$ cat src/rtl/wb_write_queue.sv
// wb_write_queue: four-entry write-back queue that merges load results and
// ALU results into a single register-file write port.
// Load requests win when only one slot is free. Writes reach the register
// file in strict acceptance order, one per cycle, through registered
// WE3/A3/WD3 outputs.
module wb_write_queue #(
  parameter int DW    = 24,
  parameter int DEPTH = 4
) (
  input  logic          clk,
  input  logic          rst,
  input  logic          mem_valid,
  input  logic [2:0]    mem_rd,
  input  logic [DW-1:0] mem_data,
  output logic          mem_ready,
  input  logic          alu_valid,
  input  logic [2:0]    alu_rd,
  input  logic [DW-1:0] alu_data,
  output logic          alu_ready,
  input  logic          flush,
  output logic          WE3,
  output logic [2:0]    A3,
  output logic [DW-1:0] WD3,
  output logic [7:0]    pend_mask,
  output logic [2:0]    fill
);

  logic [1:0]    rdPtr_q, rdPtr_d;
  logic [1:0]    wrPtr_q, wrPtr_d;
  logic [2:0]    fill_q, fill_d;
  logic          we_q, we_d;
  logic [2:0]    a3_q, a3_d;
  logic [DW-1:0] wd_q, wd_d;

  logic [2:0]    rdMem_q   [4];
  logic [DW-1:0] dataMem_q [4];

  logic          popNow;
  logic [3:0]    freeSlots;
  logic          memPush;
  logic          aluPush;
  logic [1:0]    memIdx;
  logic [1:0]    aluIdx;

  // Handshake: the pop that happens this cycle frees a slot before the pushes land.
  always_comb begin
    popNow    = (fill_q != 3'd0) && !flush;
    freeSlots = 4'(DEPTH) - {1'b0, fill_q} + {3'b000, popNow};
    mem_ready = rst && !flush && (freeSlots >= 4'd1);
    alu_ready = rst && !flush &&
                ((freeSlots >= 4'd2) || ((freeSlots >= 4'd1) && !mem_valid));
    memPush   = mem_valid && mem_ready && (mem_rd != 3'd0);
    aluPush   = alu_valid && alu_ready && (alu_rd != 3'd0);
    memIdx    = wrPtr_q;
    aluIdx    = wrPtr_q + {1'b0, memPush};
  end

  // Next state for the pointers, the occupancy count and the write port.
  always_comb begin
    rdPtr_d = rdPtr_q;
    wrPtr_d = wrPtr_q;
    fill_d  = fill_q;
    we_d    = 1'b0;
    a3_d    = a3_q;
    wd_d    = wd_q;
    if (flush) begin
      rdPtr_d = 2'd0;
      wrPtr_d = 2'd0;
      fill_d  = 3'd0;
    end else begin
      if (popNow) begin
        we_d    = 1'b1;
        a3_d    = rdMem_q[rdPtr_q];
        wd_d    = dataMem_q[rdPtr_q];
        rdPtr_d = rdPtr_q + 2'd1;
      end
      wrPtr_d = wrPtr_q + {1'b0, memPush} + {1'b0, aluPush};
      fill_d  = fill_q + {2'b00, memPush} + {2'b00, aluPush} - {2'b00, popNow};
    end
  end

  // Control registers; reset clears the queue and the write port at once.
  always_ff @(posedge clk or negedge rst) begin
    if (!rst) begin
      rdPtr_q <= 2'd0;
      wrPtr_q <= 2'd0;
      fill_q  <= 3'd0;
      we_q    <= 1'b0;
      a3_q    <= 3'd0;
      wd_q    <= '0;
    end else begin
      rdPtr_q <= rdPtr_d;
      wrPtr_q <= wrPtr_d;
      fill_q  <= fill_d;
      we_q    <= we_d;
      a3_q    <= a3_d;
      wd_q    <= wd_d;
    end
  end

  // Entry storage; the load entry takes the first free slot, the ALU entry the next.
  always_ff @(posedge clk) begin
    if (memPush) begin
      rdMem_q[memIdx]   <= mem_rd;
      dataMem_q[memIdx] <= mem_data;
    end
    if (aluPush) begin
      rdMem_q[aluIdx]   <= alu_rd;
      dataMem_q[aluIdx] <= alu_data;
    end
  end

  // Pending mask: every live entry plus the write currently on the port.
  always_comb begin
    logic [1:0] offset;
    pend_mask = 8'h00;
    for (int i = 0; i < 4; i++) begin
      offset = 2'(i) - rdPtr_q;
      if ({1'b0, offset} < fill_q) begin
        pend_mask[rdMem_q[i]] = 1'b1;
      end
    end
    if (we_q) begin
      pend_mask[a3_q] = 1'b1;
    end
    pend_mask[0] = 1'b0;
  end

  assign WE3  = we_q;
  assign A3   = a3_q;
  assign WD3  = wd_q;
  assign fill = fill_q;

endmodule

$ cat config.mk
export PLATFORM = sky130hd
export DESIGN_NAME = wb_write_queue
export DESIGN_NICKNAME = d
export VERILOG_FILES = /design/src/rtl/wb_write_queue.sv
export SDC_FILE = /design/constraint.sdc
export NUM_CORES = 1
export LEC_CHECK = 0
export CORE_ASPECT_RATIO = 1.5
export CORE_MARGIN = 1
export CORE_UTILIZATION = 50
export CTS_CLUSTER_SIZE = 40
export DETAILED_ROUTE_END_ITERATION = 8
export PLACE_DENSITY_LB_ADDON = 0.1
export SLEW_MARGIN = 20
export SYNTH_ARGS = -nofsm -noshare
export SYNTH_HDL_FRONTEND = slang
export SYNTH_SLANG_ARGS = --single-unit
$ cat constraint.sdc
create_clock -name clk -period 5.05 [get_ports clk]
set_input_delay 0.505 -clock clk [delete_from_list [all_inputs] [get_ports clk]]
set_output_delay 0.505 -clock clk [all_outputs]
set_load 0.01 [all_outputs]
# Yosys cells after proc, flatten, opt, wreduce, memory -nomap -nowiden
# Memories as Yosys holds them, arrays and structs flattened. A register that Yosys moved wholly into a read port is not among the register bits.
# Index checks and enable logic that the tools add are counted.
[classes]
n_addsub = 12
order_cmp = 16
muxes = 25
bitwise = 5
n_reduce_logical = 24
[op_table]
columns = ["op", "n"]
rows = [
  ["$mux 8", 5],
  ["$or 8x8->8", 4],
  ["$lt 3x4->1 const B", 5],
  ["$demux 1 s3", 5],
  ["$ge 3x1->1 const B", 5],
  ["$logic_and 1x1->1", 14],
  ["$lt 2x3->1", 4],
  ["$mux 1", 11],
  ["$reduce_bool 3->1", 3],
  ["$add 3x1->3", 2],
  ["$mux 2", 3],
  ["$add 2x1->2", 2],
  ["$add 4x1->4", 1],
  ["$ge 4x1->1 const B", 1],
  ["$ge 4x2->1 const B", 1],
  ["$logic_not 1->1", 4],
  ["$sub 1x2->2 const A", 2],
  ["$sub 2x2->2 const A", 2],
  ["$sub 3x3->4 const A", 1],
  ["$mux 3", 1],
  ["$sub 3x1->3", 1],
  ["$add 2x1->2 const B", 1],
  ["$reduce_and 2->1", 1],
  ["$reduce_bool 2->1", 1],
  ["2 further kinds", 2],
]
[word_totals]
regBits = 8
mem_bits_rw = 108
input_bits = 59
word_cells = 88
n_memories = 2
[mem_list]
columns = ["name", "depth", "width", "read_ports", "rd_clocked_by_memory_dff", "write_ports", "line_no", "source"]
rows = [
  ["dataMem_q", 4, 24, 1, 1, 2, "36", "logic [DW-1:0] dataMem_q [4];"],
  ["rdMem_q", 4, 3, 5, 1, 2, "35", "logic [2:0] rdMem_q [4];"],
]

# Longest topological paths before layout
# Gate-level depths: netlist of the first run.
# An unclocked memory read counts as a cell.
[logic_depth]
word_depth = 14
depth_mapped = 19

# Worst setup path after synthesis of the first run
# No wires, ideal clock.
[synth_timing]
path_type = "reg-to-reg"
start = "register fill_q[2], in the netlist fill[2]"
end = "memory dataMem_q[0][0] (enable)"
arrival_time_ps = 4527
required_ps = 4597
setup_slack_ps = 71
stages_incl_launch_ff = 13
synth_period_minus_slack_ps = 4979
cell_sequence = "dfrtp_1 buf_2 nor3_1 nor2_1 buf_2 inv_1 ha_1 inv_1 ha_1 and4b_1 or2_2 a311o_1 o31ai_1"
[synth_lines]
columns = ["element", "line_no", "source"]
rows = [
  ["start, declared", "30", "logic [2:0] fill_q, fill_d;"],
  ["start signal, assigned", "94", "fill_q <= fill_d;"],
  ["end, declared", "36", ""],
]

==> flow_metrics.env, run 1 <==
export IMPL_mostFrequentLayoutCell="edfxtp_1"
export IMPL_clk_path_buf_depth=2
export IMPL_yosys_cell_types_count=51
export IMPL_maxCapViolations=0
export IMPL_grt_setup_unrepaired="false"
export IMPL_fillers=1110
export IMPL_drt_iter0_drc=247
export IMPL_reg2reg_depth=16
export IMPL_cts_resized=0
export IMPL_seq_area_frac_synth_pct=55.2
export IMPL_startpoint="fill[2]$_DFF_PN0_"
export IMPL_cts_tree="done"
export IMPL_drive_gt1_share_pct=33.9
export IMPL_post_cts_setup_buffers=0
export IMPL_die_x_um=102
export IMPL_dieArea_mm2=0.0154
export IMPL_place_congestion=0.903
export IMPL_syn_to_final_growth_pct=24.9
export IMPL_syn_instance_count=460
export IMPL_required_ns=5.21
export IMPL_grt_overflow_total=0
export IMPL_core_area_mm2=0.0146
export IMPL_start_kind="register"
export IMPL_io_buffers=98
export IMPL_diodes=0
export IMPL_comb_power_share_pct=34.3
export IMPL_clock_sinks=143
export IMPL_hpwl_um=11000
export IMPL_worst_slack_ns=0.595
export IMPL_first_pass_iters=4
export IMPL_clk_latency_ns=0.41
export IMPL_r2r_end="dataMem_q[3][23]$_DFFE_PP_"
export IMPL_cts_htree_levels=4
export IMPL_finalPower_mw=4.50
export IMPL_yosys_most_used_dff="edfxtp_1"
export IMPL_crit_fanout=16
export IMPL_reg2reg_from="fill[2]$_DFF_PN0_"
export IMPL_finalClockSkew_ns=0.0111
export IMPL_syn_num_nets=531
export IMPL_start_util_pct=51.2
export IMPL_dp_slack_ns=0.618
export IMPL_num_vias=4441
export IMPL_holdBufCountCts=0
export IMPL_groute_usage_overall_pct=23.6
export IMPL_synth_warnings=0
export IMPL_seqPwrFrac_pct=36.6
export IMPL_ant_nets=0
export IMPL_grt_pass1_wl_um=26000
export IMPL_ys_seq_elements=143
export IMPL_setup_viol=0
export IMPL_switching_share_pct=29.5
export IMPL_clkPwrFrac_pct=29.1
export IMPL_relSlewSlack_pct=31.7
export IMPL_status="complete, no violations"
export IMPL_cp_num_buf_inv=4
export IMPL_cts_root_buf="clkbuf_16"
export IMPL_tns_ns=0
export IMPL_power_density_mw_per_mm2=482
export IMPL_fin_crit_sh_pct=88.2
export IMPL_num_rows=54
export IMPL_die_y_um=152
export IMPL_period_minus_slack_ns=4.46
export IMPL_max_freq_mhz=224
export IMPL_most_common_layout_cells="edfxtp_1 (108), clkdlybuf4s50_1 (97), mux2_2 (90), dfrtp_1 (33), mux4_2 (27)"
export IMPL_worstHoldPathType="input pin to async pin"
export IMPL_worst_pin_slew_ns=1.02
export IMPL_syn_area_per_cell_um2=16.2
export IMPL_crit_path_end_kind="register"
export IMPL_critPathSlowestCell="dfrtp_1"
export IMPL_critPathTopFamily="simple AND/OR/NAND/NOR gates"
export IMPL_grt_max_degree=37
export IMPL_vias_per_cell=5.72
export IMPL_async_flop_share_pct=24.5
export IMPL_wire_per_inst_um=21.8
export IMPL_syn_area_mm2=0.00747
export IMPL_grt_pass1_vias=4735
export IMPL_finalWirelength_um=16900
export IMPL_leakagePower_nw=3.28
export IMPL_reg2reg_slack_ns=0.59
export IMPL_antenna_found_initial=0
export IMPL_ioPinCount=100
export IMPL_p_int_mw=3.17
export IMPL_hold_violations=0
export IMPL_arrival_ns=4.62
export IMPL_critPathKind="register to register"
export IMPL_netSwitchingPower_mw=1.33
export IMPL_critPathMaxStageDelay_ns=0.53
export IMPL_drv_slew=0
export IMPL_nNetsFinal=639
export IMPL_path_cells="nor3_1 -> nor2_4 -> inv_1 -> ha_1 -> inv_1 -> ha_1 -> and4b_1 -> or2_2 -> a311o_1 -> inv_1 -> ha_1 -> xor2_1 -> nand2_1 -> nor4b_4 -> buf_4 -> mux2_2"
export IMPL_ir_drop_uv=298
export IMPL_synth_edf_count=108
export IMPL_drcViolationCount=0
export IMPL_path_clk_slew_ns=0.06
export IMPL_cts_made_buffers=17
cells by family (layout without fill, tap and decap cells):
group                    Yosys count  after routing  synth area share (%)
buffers and inverters             36            157                  3.08
other                              1              1                0.0502
AND/OR/NAND/NOR                   73             73                  6.25
multiplexers                     162            162                  29.5
adder cells (fa/ha/maj)           12             12                  2.21
AO/OA/AOI/OAI                     27             27                  3.07
XOR/XNOR                           6              6                 0.704
flip-flops                       143            143                  55.2
synth_stat cells (2+ instances only):
master    number  area (um2)
edfxtp_1     108        3240
mux2_2        90        1010
dfrtp_1       35         876
mux4_2        27         608
mux2_1        26         293
mux2_4        19         285
inv_1         13        48.8
nor2b_1       13        81.3
buf_2         11        55.1
nor2_1        11        41.3
ha_1          10         125
nand2_1        7        26.3
nand3_1        7        35.0
buf_6          6        67.6
a211oi_1       5        37.5
nand4_1        5        31.3
nand4b_1       5        43.8
nor3_1         5        25.0
a21oi_1        4        20.0
a32oi_1        4        35.0
a22oi_1        3        22.5
nand2b_1       3        18.8
nor3b_1        3        22.5
o21bai_1       3        22.5
xnor2_1        3        26.3
xor2_1         3        26.3
buf_12         2        40.0
clkbuf_1       2        7.51
fa_1           2        40.0
nor4b_2        2        30.0
nor4bb_1       2        20.0
o31ai_1        2        15.0
registers in the layout (all words and copies together) (netlist names):
name and flops:
fill 3, WD3 24, rdMem_q 12, rdPtr_q 2
memIdx 2, dataMem_q 96, A3 3, WE3 1
power by group through the flow:
stage | registers [mW] | clock network [mW] | logic [mW]
after global placement | 1.66 | 0 | 1.53
after CTS | 1.65 | 1.33 | 1.56
after global routing | 1.68 | 1.38 | 1.68
final | 1.65 | 1.31 | 1.54
after detailed placement | 1.67 | 0 | 1.56
after floorplan | 1.65 | 0 | 0.921
worst max path at each step:
| stage | end | slack (ns) | depth (start not counted) |
|---|---|---|---|
| 6_report | dataMem_q[3][23]$_DFFE_PP_ | 0.59 | 16 |
| 3_5_place_dp | dataMem_q[3][23]$_DFFE_PP_ | 0.62 | 16 |
| 3_3_place_gp | dataMem_q[3][2]$_DFFE_PP_ | 0.72 | 16 |
| 2_1_floorplan | dataMem_q[0][0]$_DFFE_PP_ | 0.07 | 12 |
| 5_1_grt | dataMem_q[3][23]$_DFFE_PP_ | 0.35 | 16 |
| 4_1_cts | dataMem_q[3][2]$_DFFE_PP_ | 0.56 | 16 |
layer usage:
| metal | routed length, um | part of all wire (%) | GRT usage (%) |
|---|---|---|---|
| met5 | 0 | 0 | 0 |
| met4 | 332 | 2.0 | 9.78 |
| met3 | 724 | 4.3 | 5.09 |
| met2 | 9520 | 56 | 43.4 |
| met1 | 6360 | 38 | 26.0 |
final cells by class:
cell class	count	area, um2	share of cell area, %
Multi-Input combinational cell	281	3190	34.2
Inverter	13	48.8	0.523
Clock buffer	19	433	4.64
Timing Repair Buffer	112	1100	11.8
Sequential cell	143	4120	44.2
Clock inverter	13	188	2.01
Tap cell	196	245	2.63
per-stage QoR:
| step | std cells | util [%] | hold slack (ns) | instance area, um2 |
|---|---|---|---|---|
| floorplan | 460 | - | 0.209 | 7470 |
| global placement | 744 | 59.5 | 0.490 | 8680 |
| global route | 777 | 63.9 | 0.289 | 9330 |
| detailed placement | 744 | 59.5 | 0.494 | 8680 |
| finish | 777 | 63.9 | 0.265 | 9330 |
| CTS | 776 | 63.7 | 0.248 | 9300 |
(Power assumes the default switching activity.)
==> run 2, diff against run 1 <==
--- a/config.mk
+++ b/config.mk
@@ -10,6 +10,7 @@
 export CORE_UTILIZATION = 50
 export CTS_CLUSTER_SIZE = 40
 export DETAILED_ROUTE_END_ITERATION = 8
+export GPL_TIMING_DRIVEN = 0
 export PLACE_DENSITY_LB_ADDON = 0.1
 export SLEW_MARGIN = 20
 export SYNTH_ARGS = -nofsm -noshare
==> flow_metrics.env, run 2 (synthesis results as in run 1) <==
export IMPL_die_x_um=102
export IMPL_cts_root_buf="clkbuf_16"
export IMPL_arrival_ns=4.94
export IMPL_cp_num_buf_inv=8
export IMPL_grt_pass1_vias=4756
export IMPL_power_density_mw_per_mm2=471
export IMPL_ir_drop_uv=266
export IMPL_finalClockSkew_ns=0.00859
export IMPL_clk_path_buf_depth=2
export IMPL_start_util_pct=51.2
export IMPL_regMostFlops="dataMem_q"
export IMPL_critPathMaxStageDelay_ns=0.50
export IMPL_max_freq_mhz=208
export IMPL_place_congestion=0.943
export IMPL_start_kind="register"
export IMPL_most_common_layout_cells="edfxtp_1 (108), clkdlybuf4s50_1 (96), mux2_2 (90), dfrtp_1 (35), mux4_2 (27)"
export IMPL_cts_made_buffers=17
export IMPL_worst_pin_slew_ns=0.812
export IMPL_largest_reg_flops=96
export IMPL_syn_to_final_growth_pct=28.3
export IMPL_core_area_mm2=0.0146
export IMPL_tns_ns=0
export IMPL_grt_pass1_wl_um=26500
export IMPL_place_inst=759
export IMPL_io_buffers=97
export IMPL_crit_path_end_kind="register"
export IMPL_antenna_found_initial=0
export IMPL_maxCapViolations=0
export IMPL_groute_usage_overall_pct=24.1
export IMPL_critPathTopFamily="buffers and inverters"
export IMPL_critPathSlowestCell="a311o_2"
export IMPL_grt_max_degree=27
export IMPL_dieArea_mm2=0.0154
export IMPL_num_vias=4577
export IMPL_diodes=0
export IMPL_drv_slew=0
export IMPL_path_clk_slew_ns=0.06
export IMPL_leakagePower_nw=3.41
export IMPL_setup_viol=0
export IMPL_period_minus_slack_ns=4.82
export IMPL_critPathKind="register to register"
export IMPL_cts_tree="done"
export IMPL_num_rows=54
export IMPL_ant_nets=0
export IMPL_grt_overflow_total=0
export IMPL_fin_crit_sh_pct=95.4
export IMPL_drive_gt1_share_pct=35.9
export IMPL_die_y_um=152
export IMPL_crit_fanout=18
export IMPL_mostFrequentLayoutCell="edfxtp_1"
export IMPL_clock_sinks=143
export IMPL_drt_iter0_drc=208
export IMPL_worstHoldPathType="input pin to register"
export IMPL_finalWirelength_um=17400
export IMPL_vias_per_cell=5.71
export IMPL_first_pass_iters=4
export IMPL_ioPinCount=100
export IMPL_hpwl_um=11600
export IMPL_cts_htree_levels=4
export IMPL_path_cells="buf_2 -> nor3_1 -> nor2_1 -> buf_2 -> inv_1 -> ha_1 -> inv_1 -> ha_1 -> and4b_1 -> or2_2 -> a311o_2 -> inv_1 -> ha_1 -> xor2_2 -> nand2_1 -> nor4b_2 -> buf_6 -> buf_12 -> o21bai_4 -> buf_16"
export IMPL_wire_per_inst_um=21.7
export IMPL_relSlewSlack_pct=45.8
export IMPL_drcViolationCount=0
export IMPL_nNetsFinal=663
export IMPL_clk_latency_ns=0.42
export IMPL_status="complete, no violations"
export IMPL_stdcell_count=801
export IMPL_required_ns=5.17
export IMPL_hold_violations=0
run 2: area by class of cell:
type | instances | area [um2]
repair buffers | 113 | 1200
plain buffers | 23 | 184
inverters | 13 | 48.8
fillers | 1101 | 5010
flip-flops and latches | 143 | 4120
well taps | 196 | 245
clock buffers | 20 | 437
clock inverters | 12 | 160
multi-input cells | 281 | 3190
run 2: stage by stage:
step / setup WS [ns] / hold slack (ns) / utilization [%] / power, mW / instance area [um2]
global placement: -2.89 / 0.490 / 59.5 / 3.19 / 8680
finish: 0.233 / 0.474 / 65.6 / 4.51 / 9580
CTS: 0.0149 / 0.462 / 65.0 / 4.53 / 9480
global route: -0.0278 / 0.498 / 65.6 / 4.72 / 9580
floorplan: 0.0705 / 0.209 / - / 2.57 / 7470
detailed placement: -0.0604 / 0.421 / 60.7 / 3.25 / 8860
run 2: worst register-to-register path, cell delays in order (launching register included):
cell and delay [ns]:
dfrtp_1 0.41, buf_2 0.20, nor3_1 0.26, nor2_1 0.11, buf_2 0.26, inv_1 0.09
ha_1 0.16, inv_1 0.05, ha_1 0.19, and4b_1 0.23, or2_2 0.32, a311o_2 0.50
inv_1 0.10, ha_1 0.22, xor2_2 0.24, nand2_1 0.10, nor4b_2 0.27, buf_6 0.23
buf_12 0.18, o21bai_4 0.18, buf_16 0.21
run 2: power breakdown:
group          internal (mW)  switching, mW
Sequential              1.47          0.133
Clock                  0.781          0.497
Combinational          0.899          0.734
Total                   3.15           1.36
run 2: path summary, 6_finish.rpt:
check | from | endpoint | slack [ns] | cells after the start
max in group asynchronous | rst | WD3[20]$_DFFE_PN0P_ | 4.06 | 3
min | flush | fill[2]$_DFF_PN0_ | 0.47 | 2
max | fill[2]$_DFF_PN0_ | dataMem_q[3][10]$_DFFE_PP_ | 0.23 | 20
min in group asynchronous | rst | A3[2]$_DFFE_PN0P_ | 0.51 | 2
min reg2reg | WD3[18]$_DFFE_PN0P_ | WD3[18]$_DFFE_PN0P_ | 0.50 | 1
max reg2reg | fill[2]$_DFF_PN0_ | dataMem_q[3][10]$_DFFE_PP_ | 0.23 | 20
run 2: timing repair:
item | in CTS | in global routing
pin swaps | 0 | 2
setup buffers | 0 | 9
gates resized for setup | 3 | 3
setup endpoints to repair | 27 | 71
hold buffers | 1 | 0
hold endpoints to repair | 11 | 0
run 2: metal layers:
metal	GRT usage (%)	vias up	share of wire, %
li1	-	2084	-
met2	42.8	140	55
met5	0	-	0
met1	28.4	2339	39
met3	5.69	14	4.3
met4	7.90	0	1.4
